$ cat src/rtl/y86_pkg.sv
// Shared Y86 encodings, condition-code type and branch/cmov condition evaluation.
package y86_pkg;

   localparam logic [3:0] I_HALT   = 4'h0;
   localparam logic [3:0] I_NOP    = 4'h1;
   localparam logic [3:0] I_RRMOVQ = 4'h2;
   localparam logic [3:0] I_IRMOVQ = 4'h3;
   localparam logic [3:0] I_RMMOVQ = 4'h4;
   localparam logic [3:0] I_MRMOVQ = 4'h5;
   localparam logic [3:0] I_OPQ    = 4'h6;
   localparam logic [3:0] I_JXX    = 4'h7;
   localparam logic [3:0] I_CALL   = 4'h8;
   localparam logic [3:0] I_RET    = 4'h9;
   localparam logic [3:0] I_PUSHQ  = 4'hA;
   localparam logic [3:0] I_POPQ   = 4'hB;

   localparam logic [2:0] S_AOK = 3'd1;
   localparam logic [2:0] S_ADR = 3'd2;
   localparam logic [2:0] S_INS = 3'd3;
   localparam logic [2:0] S_HLT = 3'd4;

   localparam logic [3:0] ALU_ADD = 4'd0;
   localparam logic [3:0] ALU_SUB = 4'd1;
   localparam logic [3:0] ALU_AND = 4'd2;
   localparam logic [3:0] ALU_XOR = 4'd3;
   localparam logic [3:0] ALU_MUL = 4'd4;

   localparam logic [3:0] R_ESP  = 4'h4;
   localparam logic [3:0] R_NONE = 4'hF;

   typedef struct packed {
      logic zf;
      logic sf;
      logic of;
   } cc_t;

   localparam cc_t CC_RESET = '{zf: 1'b1, sf: 1'b0, of: 1'b0};

   function automatic logic cond_eval(input logic [3:0] ifun, input cc_t cc);
      logic lt;
      lt = cc.sf ^ cc.of;
      case (ifun)
         4'd0:    return 1'b1;
         4'd1:    return lt | cc.zf;
         4'd2:    return lt;
         4'd3:    return cc.zf;
         4'd4:    return ~cc.zf;
         4'd5:    return ~lt;
         4'd6:    return ~lt & ~cc.zf;
         default: return 1'b0;
      endcase
   endfunction

endpackage

$ cat src/rtl/seq_multiplier.sv
// Shift-add multiplier: WIDTH edges from start to result, bit 0 handled on the load edge.
// busy is combinational on start so the caller can stall in the same cycle; done/product valid on the last edge.
module seq_multiplier #(
   parameter int WIDTH = 64
) (
   input  logic             clk,
   input  logic             rst,
   input  logic             start,
   input  logic [WIDTH-1:0] a,
   input  logic [WIDTH-1:0] b,
   output logic             busy,
   output logic             done,
   output logic [WIDTH-1:0] product
);

   localparam int CW = (WIDTH > 2) ? $clog2(WIDTH) : 1;

   typedef enum logic {ST_IDLE, ST_MUL} mul_state_t;

   mul_state_t       state;
   logic [CW-1:0]    count;
   logic [WIDTH-1:0] mcand;
   logic [WIDTH-1:0] mplier;
   logic [WIDTH-1:0] acc;
   logic [WIDTH-1:0] acc_next;

   assign acc_next = acc + (mplier[0] ? mcand : '0);
   assign product  = acc_next;
   assign done     = (state == ST_MUL) && (count == CW'(WIDTH - 2));
   assign busy     = start || (state == ST_MUL);

   // count tracks the last multiplier bit folded in; the final bit lands on the done edge
   always_ff @(posedge clk or posedge rst) begin
      if (rst) begin
         state  <= ST_IDLE;
         count  <= '0;
         mcand  <= '0;
         mplier <= '0;
         acc    <= '0;
      end else begin
         case (state)
            ST_IDLE: begin
               if (start) begin
                  state  <= ST_MUL;
                  count  <= '0;
                  mcand  <= a << 1;
                  mplier <= b >> 1;
                  acc    <= b[0] ? a : '0;
               end
            end
            ST_MUL: begin
               acc    <= acc_next;
               mcand  <= mcand << 1;
               mplier <= mplier >> 1;
               count  <= count + 1'b1;
               if (done) state <= ST_IDLE;
            end
            default: state <= ST_IDLE;
         endcase
      end
   end

endmodule

$ cat src/rtl/execute_stage_mc.sv
// Y86 execute stage with registered E->M outputs and CC; single-cycle ops land one edge after sampling.
// mulq holds e_busy for WIDTH cycles (bubbles out meanwhile) and bubbles once more while upstream releases it.
module execute_stage_mc
   import y86_pkg::*;
#(
   parameter int WIDTH  = 64,
   parameter bit MUL_EN = 1'b1
) (
   input  logic             clk,
   input  logic             rst,
   input  logic [2:0]       E_stat,
   input  logic [3:0]       E_icode,
   input  logic [3:0]       E_ifun,
   input  logic [WIDTH-1:0] E_valC,
   input  logic [WIDTH-1:0] E_valA,
   input  logic [WIDTH-1:0] E_valB,
   input  logic [3:0]       E_dstE,
   input  logic [3:0]       E_dstM,
   input  logic [2:0]       m_stat,
   input  logic [2:0]       W_stat,
   output logic             e_busy,
   output logic [2:0]       e_stat,
   output logic [3:0]       e_icode,
   output logic             e_Cnd,
   output logic [WIDTH-1:0] e_valE,
   output logic [WIDTH-1:0] e_valA,
   output logic [3:0]       e_dstE,
   output logic [3:0]       e_dstM
);

   localparam logic [WIDTH-1:0] STK_DN = {{(WIDTH-4){1'b1}}, 4'b1000};
   localparam logic [WIDTH-1:0] STK_UP = WIDTH'(8);

   cc_t              cc;
   cc_t              cc_res;
   logic [WIDTH-1:0] alu_a;
   logic [WIDTH-1:0] alu_b;
   logic [WIDTH-1:0] alu_r;
   logic [WIDTH-1:0] mul_product;
   logic             of_r;
   logic             is_opq;
   logic             ifun_ok;
   logic             sins;
   logic             is_mul;
   logic             mul_start;
   logic             mul_busy;
   logic             mul_done;
   logic             done_q;
   logic             cnd;
   logic             cc_gate;

   assign is_opq  = (E_icode == I_OPQ);
   assign ifun_ok = (E_ifun <= ALU_XOR) || (MUL_EN && (E_ifun == ALU_MUL));
   assign sins    = is_opq && !ifun_ok;
   assign is_mul  = MUL_EN && is_opq && (E_ifun == ALU_MUL);
   // done_q marks the cycle where E still holds the mulq that just retired
   assign mul_start = is_mul && !done_q && !rst;
   assign e_busy    = mul_busy;
   assign cnd = ((E_icode == I_RRMOVQ) || (E_icode == I_JXX)) ? cond_eval(E_ifun, cc) : 1'b0;
   assign cc_gate = is_opq && ifun_ok && (m_stat == S_AOK) && (W_stat == S_AOK)
                    && (is_mul ? mul_done : 1'b1);

   seq_multiplier #(.WIDTH(WIDTH)) u_mul (
      .clk     (clk),
      .rst     (rst),
      .start   (mul_start),
      .a       (E_valA),
      .b       (E_valB),
      .busy    (mul_busy),
      .done    (mul_done),
      .product (mul_product)
   );

   always_comb begin
      alu_a = '0;
      alu_b = '0;
      case (E_icode)
         I_RRMOVQ, I_OPQ:              alu_a = E_valA;
         I_IRMOVQ, I_RMMOVQ, I_MRMOVQ: alu_a = E_valC;
         I_CALL, I_PUSHQ:              alu_a = STK_DN;
         I_RET, I_POPQ:                alu_a = STK_UP;
         default:                      alu_a = '0;
      endcase
      case (E_icode)
         I_RMMOVQ, I_MRMOVQ, I_OPQ, I_CALL, I_RET, I_PUSHQ, I_POPQ: alu_b = E_valB;
         default:                                                alu_b = '0;
      endcase
   end

   always_comb begin
      alu_r = alu_a + alu_b;
      of_r  = 1'b0;
      if (is_opq) begin
         case (E_ifun)
            ALU_ADD: begin
               alu_r = alu_b + alu_a;
               of_r  = (alu_a[WIDTH-1] == alu_b[WIDTH-1]) && (alu_r[WIDTH-1] != alu_a[WIDTH-1]);
            end
            ALU_SUB: begin
               alu_r = alu_b - alu_a;
               of_r  = (alu_a[WIDTH-1] != alu_b[WIDTH-1]) && (alu_r[WIDTH-1] != alu_b[WIDTH-1]);
            end
            ALU_AND: alu_r = alu_b & alu_a;
            ALU_XOR: alu_r = alu_b ^ alu_a;
            default: alu_r = '0;
         endcase
      end
   end

   always_comb begin
      cc_res = cc;
      if (mul_done) begin
         cc_res.zf = (mul_product == '0);
         cc_res.sf = mul_product[WIDTH-1];
         cc_res.of = 1'b0;
      end else begin
         cc_res.zf = (alu_r == '0);
         cc_res.sf = alu_r[WIDTH-1];
         cc_res.of = of_r;
      end
   end

   always_ff @(posedge clk or posedge rst) begin
      if (rst) begin
         cc      <= CC_RESET;
         done_q  <= 1'b0;
         e_stat  <= S_AOK;
         e_icode <= I_NOP;
         e_Cnd   <= 1'b0;
         e_valE  <= '0;
         e_valA  <= '0;
         e_dstE  <= R_NONE;
         e_dstM  <= R_NONE;
      end else begin
         done_q <= mul_done;
         if (cc_gate) cc <= cc_res;
         if (mul_done) begin
            e_stat  <= E_stat;
            e_icode <= E_icode;
            e_Cnd   <= 1'b0;
            e_valE  <= mul_product;
            e_valA  <= E_valA;
            e_dstE  <= E_dstE;
            e_dstM  <= E_dstM;
         end else if (mul_busy || done_q) begin
            e_stat  <= S_AOK;
            e_icode <= I_NOP;
            e_Cnd   <= 1'b0;
            e_valE  <= '0;
            e_valA  <= '0;
            e_dstE  <= R_NONE;
            e_dstM  <= R_NONE;
         end else begin
            e_stat  <= sins ? S_INS : E_stat;
            e_icode <= E_icode;
            e_Cnd   <= cnd;
            e_valE  <= alu_r;
            e_valA  <= E_valA;
            e_dstE  <= (sins || ((E_icode == I_RRMOVQ) && !cnd)) ? R_NONE : E_dstE;
            e_dstM  <= E_dstM;
         end
      end
   end

endmodule

$ cat config.mk
export PLATFORM = sky130hd
export DESIGN_NAME = execute_stage_mc
export DESIGN_NICKNAME = d
export VERILOG_FILES = /design/src/rtl/y86_pkg.sv /design/src/rtl/seq_multiplier.sv /design/src/rtl/execute_stage_mc.sv
export SDC_FILE = /design/constraint.sdc
export NUM_CORES = 1
export LEC_CHECK = 0
export BUFFER_PORTS_ARGS = -buffer_cell sky130_fd_sc_hd__buf_4
export CAP_MARGIN = 15
export CORE_MARGIN = 2
export CORE_UTILIZATION = 35
export DETAILED_ROUTE_END_ITERATION = 6
export GPL_TIMING_DRIVEN = 0
export SKIP_CTS_REPAIR_TIMING = 1
export SLEW_MARGIN = 10
export SYNTH_ARGS = -nofsm -noshare
export SYNTH_HDL_FRONTEND = slang
export SYNTH_SLANG_ARGS = --single-unit
$ cat constraint.sdc
create_clock -name clk -period 31 [get_ports clk]
set_input_delay 3.1 -clock clk [delete_from_list [all_inputs] [get_ports clk]]
set_output_delay 3.1 -clock clk [all_outputs]
set_load 0.05 [all_outputs]
== Yosys cells after proc, flatten, opt, wreduce, memory -nomap -nowiden ==
Index checks and enable logic that the tools add are counted.
W data, S select, Z words.
Word-level totals
  flip-flop bits (word level): 347
  input port bits: 219
  output and inout port bits: 145
  logic and storage cells: 121
Operators by class
  add/subtract/negate cells: 4
  magnitude comparators: 1
  eq/ne operators: 24
  multiplexer cells: 39
  bitwise operators: 8
  reductions and logical operators: 29
Operators by type and width (number)
  $mux W64: 11
  $pmux W64 S4: 2
  $pmux W64 S2: 3
  $add A64 B64 Y64: 2
  $logic_not A64 Y1: 2
  $and A64 B64 Y64: 1
  $sub A64 B64 Y64: 1
  $xor A64 B64 Y64: 1
  $eq A4 B3 Y1 const B: 7
  $mux W4: 7
  $eq A4 B2 Y1 const B: 4
  $eq A4 B4 Y1 const B: 4
  $logic_and A1 B1 Y1: 12
  $mux W3: 4
  $pmux W6 S2: 1
  $mux W1: 7
  $pmux W1 S7: 1
  $reduce_or A7 Y1: 1
  $add A6 B1 Y6 const B: 1
  $eq A3 B1 Y1 const B: 2
  $eq A6 B6 Y1 const B: 1
  $mux W6: 1
  $reduce_or A2 Y1: 3
  $logic_or A1 B1 Y1: 5
  other kinds (13): 21

== Longest topological paths before layout ==
  depth after elaboration: 11
  gate-level depth with buffers: 22
  depth with buffers taken out: 21

== Cells and area by module ==
A second synthesis with hierarchy kept.
Second synthesis, totals
  cells, all modules: 3920
  area total of the unflattened synthesis: 30689.4 µm²
Modules (own cells, without submodules)
  execute_stage_mc: instances 1, cells an instance 2334, area an instance 17302.8 µm², sequential area each 3717.3 µm²
  seq_multiplier: instances 1, cells an instance 1586, area an instance 13386.6 µm², sequential area each 4929.7 µm²

== Worst setup path after synthesis ==
No wires, ideal clock.
  kind: input -> register
  start point: in E_icode[3]
  end point: reg cc[2] (netlist name)
  library setup time: 0.064 ns
  arrival time: 8.195 ns
  required time: 30.936 ns
  slack: 22.741 ns
  cell stages on the path: 22
  buffers on the path: 5
  cell sequence: clkbuf_1 > nor2b_1 > nor2b_1 > clkbuf_1 > clkbuf_1 > clkbuf_1 > a221oi_1 > ha_1 > clkbuf_1 > a21oi_1 > o21ai_0 > a22o_1 > or4b_1 > a311oi_1 > mux2i_1 > o21ai_0 > a2111oi_0 > nand4_1 > nor4_1 > nand4_1 > or4_1 > nand3_1
Between the ends
  word-level cells in the longest chain between the ends: 8
  elaborated cells on any way between the ends: 30
  those cells by class: add/sub (2); eq/ne (9); mux (6); bitwise (2); reduce/logical (11)
Ends and longest elaborated chain
  start: declaration: RTL line execute_stage_mc.sv:12  | input logic [3:0] E_icode,
  $eq A4 B3 Y1 (tied with other cells): RTL line execute_stage_mc.sv:77, execute_stage_mc.sv:84
  $reduce_or A3 Y1 (tied with other cells): RTL line execute_stage_mc.sv:77  | case (E_icode)
  $pmux W64 S4 or $mux W64 (tied branches): RTL line execute_stage_mc.sv:77, execute_stage_mc.sv:84
  $sub A64 B64 Y64 (tied with other cells): RTL line execute_stage_mc.sv:100  | alu_r = alu_b - alu_a;
  $pmux W64 S4: RTL line execute_stage_mc.sv:94  | case (E_ifun)
  $mux W64: RTL line execute_stage_mc.sv:93  | if (is_opq) begin
  $logic_not A64 Y1: RTL line execute_stage_mc.sv:117  | cc_res.zf = (alu_r == '0);
  $mux W3: RTL line execute_stage_mc.sv:112  | if (mul_done) begin
  end signal: assignment: RTL line execute_stage_mc.sv:136  | if (cc_gate) cc <= cc_res;
  end: declaration: RTL line execute_stage_mc.sv:34  | cc_t cc;
Several ways; a longest one is shown, not always the timed one.
A chain may end at the register's enable or synchronous reset.

== Worst setup path after layout ==
Same ends and word-level chain as after synthesis.

==> flow_summary.toml <==
[route]
antenna_left = 0
drt_iter0_markers = 4558
wirelength_mm = 171
wl_per_cell_um = 30.8
drcViolationCount = 0
dr_total_vias = 35000
drt-pass1-iter-count = 6
via_per_inst = 6.29

[floorplanning]
rows = 109
fp.dieH_um = 302
ioPinCount = 364
start_util_pct = 35.2
core_um2 = 88100
dieArea_um2 = 91000
die_w_um = 302

[timing]
fin_crit_sh_pct = 36.9
min_period_ns = 11.43
fmax_mhz = 87.5
tightestPinTransition_ns = 1.46
rsz0062_at_grt = "no"
maxSlewViolCount = 0
hold_viol_final = 0
setup_viol_count_final = 0
slew_headroom_pct = 2.81
finalSetupTns_ns = 0
skew_ns = 0.0413

[pwr]
p_per_area_nw_per_um2 = 75.1
peakVddDrop_mv = 0.0471
power.leakage_nw = 15.8

[synthesis]
synth.cell_area_um2 = 31000
synth_common_cells = "404 x nand2_1, 349 x o21ai_0, 347 x a21oi_1"
syn_inst = 3929
synth_cell_types = 111
synth_top_area_cell = "dfrtp_1"
synthFlopType = "dfrtp_1"
syn_nets = 4355
synth-warning-count = 0
synth.most_common_cell = "nand2_1"
seq_area_frac_synth_pct = 27.9
async_flop_share_pct = 100
yosys-top-cells-area = "dfrtp_1 27%, ha_1 8.2%, o21ai_0 5.6%, a21oi_1 5.6%, nand2_1 4.9%"
ys_ff_latch = 345
synth-edff-count = 0
synth.avg_cell_area_um2 = 7.89
netlist.area_leader.share_pct = 26.9

[min_path]
hold_class = "reg -> reg"

[layout]
nets = 4785
syn2layout_area_growth_pct = 19.1
drive_above_1_share_pct = 13.4
final_util_pct = 41.9

[outcome]
status = "finished, final reports clean"

[clocking]
worst_skew_pair.late_latency_ns = 0.66
htree_levels = 2
cts_tree = "built"
cts_root_buffer = "clkbuf_16"
cts.reportedPaths.clkPinSlew_ns = 0.06
cts_inserted_buffers = 44
clock_path_buffers = 3
cts_sinks = 345

[global_route]
antenna_found_initial = 23
grt_pass1_vias = 32511
grt_max_degree = 123
grt_overflow = 0
track_usage_pct = 36.4
grt_pass1_wl_mm = 240

[placed_design]
port_buffers = 360
gp_congestion = 1.09
dp.final_hpwl_mm = 139

[critical_path]
worstPathRequired_ns = 31.59
worstPathArrival_ns = 12.03
crit_path_start_kind = "input pin"
worstPathMaxFanout = 10
critPathKind = "in -> reg"
crit_path_end_kind = "register"

[run]
max-cap-violations = 0
==> where the power goes <==
group / leakage [nW] / switching (mW) / internal (mW) / total, mW
sequential: 4.18 / 0.0927 / 0.595 / 0.688
combinational: 10.9 / 1.05 / 0.503 / 1.55
clock: 0.715 / 0.243 / 0.293 / 0.535
total: 15.8 / 1.39 / 1.39 / 2.78
==> cell families after synthesis <==
group / after synthesis / synth area share [%]
adder cells (fa/ha/maj): 207 / 8.42
flip-flops: 345 / 27.9
buffers and inverters: 421 / 5.46
AO/OA/AOI/OAI: 1350 / 28.4
multiplexers: 141 / 4.57
XOR/XNOR: 95 / 2.68
AND/OR/NAND/NOR: 1370 / 22.6
==> metrics by stage <==
step / setup WS (ns) / hold slack (ns) / instance area (µm²) / std cells / power (mW)
final: 19.57 / 0.471 / 37000 / 5560 / 2.78
after global routing: 19.82 / 0.508 / 37000 / 5558 / 2.92
after detailed placement: 19.00 / 0.467 / 35400 / 5477 / 2.19
after floorplan: 18.35 / 0.449 / 31000 / 3929 / 1.66
after global placement: 13.61 / 0.461 / 35200 / 5454 / 2.19
after CTS: 19.65 / 0.473 / 36900 / 5557 / 2.74
==> state kept, by name, indices dropped and copies added, names as in the netlist <==
name and count:
cc 3, done_q 1, e_Cnd 1, e_dstE 4
e_dstM 4, e_icode 4, e_stat 3, e_valA 64
e_valE 64, u_mul.acc 64, u_mul.count 6, u_mul.mcand 63
u_mul.mplier 63, u_mul.state 1
==> final cells by class <==
cell class                      instances  area [µm²]
Buffer                                264        1110
Inverter                              157         597
Multi-Input combinational cell       3163       20700
Tap cell                             1165        1460
Timing Repair Buffer                  384        2950
Clock buffer                           53        1200
Fill cell                            9203       51100
Clock inverter                         27         284
Sequential cell                       345        8650
Antenna cell                            2        5.00
==> layout by cell type, fill, tap and decap left out, types with 35 or more instances in the layout <==
cell type | synthesis | layout
dfrtp_1 | 334 | 334
nor2_1 | 232 | 232
clkbuf_16 | 0 | 44
clkbuf_1 | 214 | 213
mux2i_1 | 135 | 135
nor3_1 | 65 | 65
o22ai_1 | 43 | 43
o21bai_1 | 37 | 37
a211oi_1 | 86 | 86
buf_4 | 3 | 380
and3_1 | 89 | 89
nor4_1 | 37 | 36
ha_1 | 204 | 204
inv_1 | 155 | 154
o21ai_0 | 349 | 349
a221oi_1 | 82 | 81
nor2b_1 | 105 | 105
xnor2_1 | 63 | 63
nand2_1 | 404 | 404
nand4_1 | 69 | 69
a21o_1 | 44 | 44
nand3_1 | 65 | 65
and2_1 | 148 | 148
nand2b_1 | 35 | 35
a21oi_1 | 347 | 346
==> path summary, 6_finish.rpt <==
kind / start / to / slack, ns / depth (start not counted)
max reg2reg: u_mul.mplier[0] / cc[2] / 23.46 / 19
max: E_icode[3] / cc[2] / 19.57 / 23
min reg2reg: u_mul.mplier[38] / u_mul.mplier[37] / 0.47 / 2
min in group asynchronous: rst / e_valE[3] / 2.51 / 2
max in group asynchronous: rst / e_valE[43] / 26.95 / 4
min: u_mul.mplier[38] / u_mul.mplier[37] / 0.47 / 2
==> per-layer routing <==
layer / GRT usage [%] / vias to the layer above / wire [µm] / part of all wire [%]
li1: - / 15326 / - / -
met2: 52.8 / 2108 / 70300 / 41
met4: 18.5 / 10 / 10400 / 6.1
met5: 0 / - / 60 / 0.035
met3: 8.79 / 384 / 18400 / 11
met1: 50.1 / 17172 / 71900 / 42
==> worst max-delay path: stages <==
cell	delay [ns]
clkbuf_1	0.31
nor2b_1	0.29
nor2b_1	0.16
clkbuf_1	0.46
clkbuf_1	0.57
clkbuf_1	0.87
a221oi_1	0.37
ha_1	0.54
clkbuf_1	0.44
nor2_1	0.20
nand2_1	0.17
a21oi_1	0.06
nor4b_1	0.84
a21oi_1	0.42
o31ai_1	0.34
clkbuf_4	0.26
o221ai_1	0.13
a21oi_1	0.54
o21ai_0	0.22
nor4_1	0.76
nand4_1	0.18
or4_1	0.63
nand3_1	0.14
(Power assumes the default switching activity.)
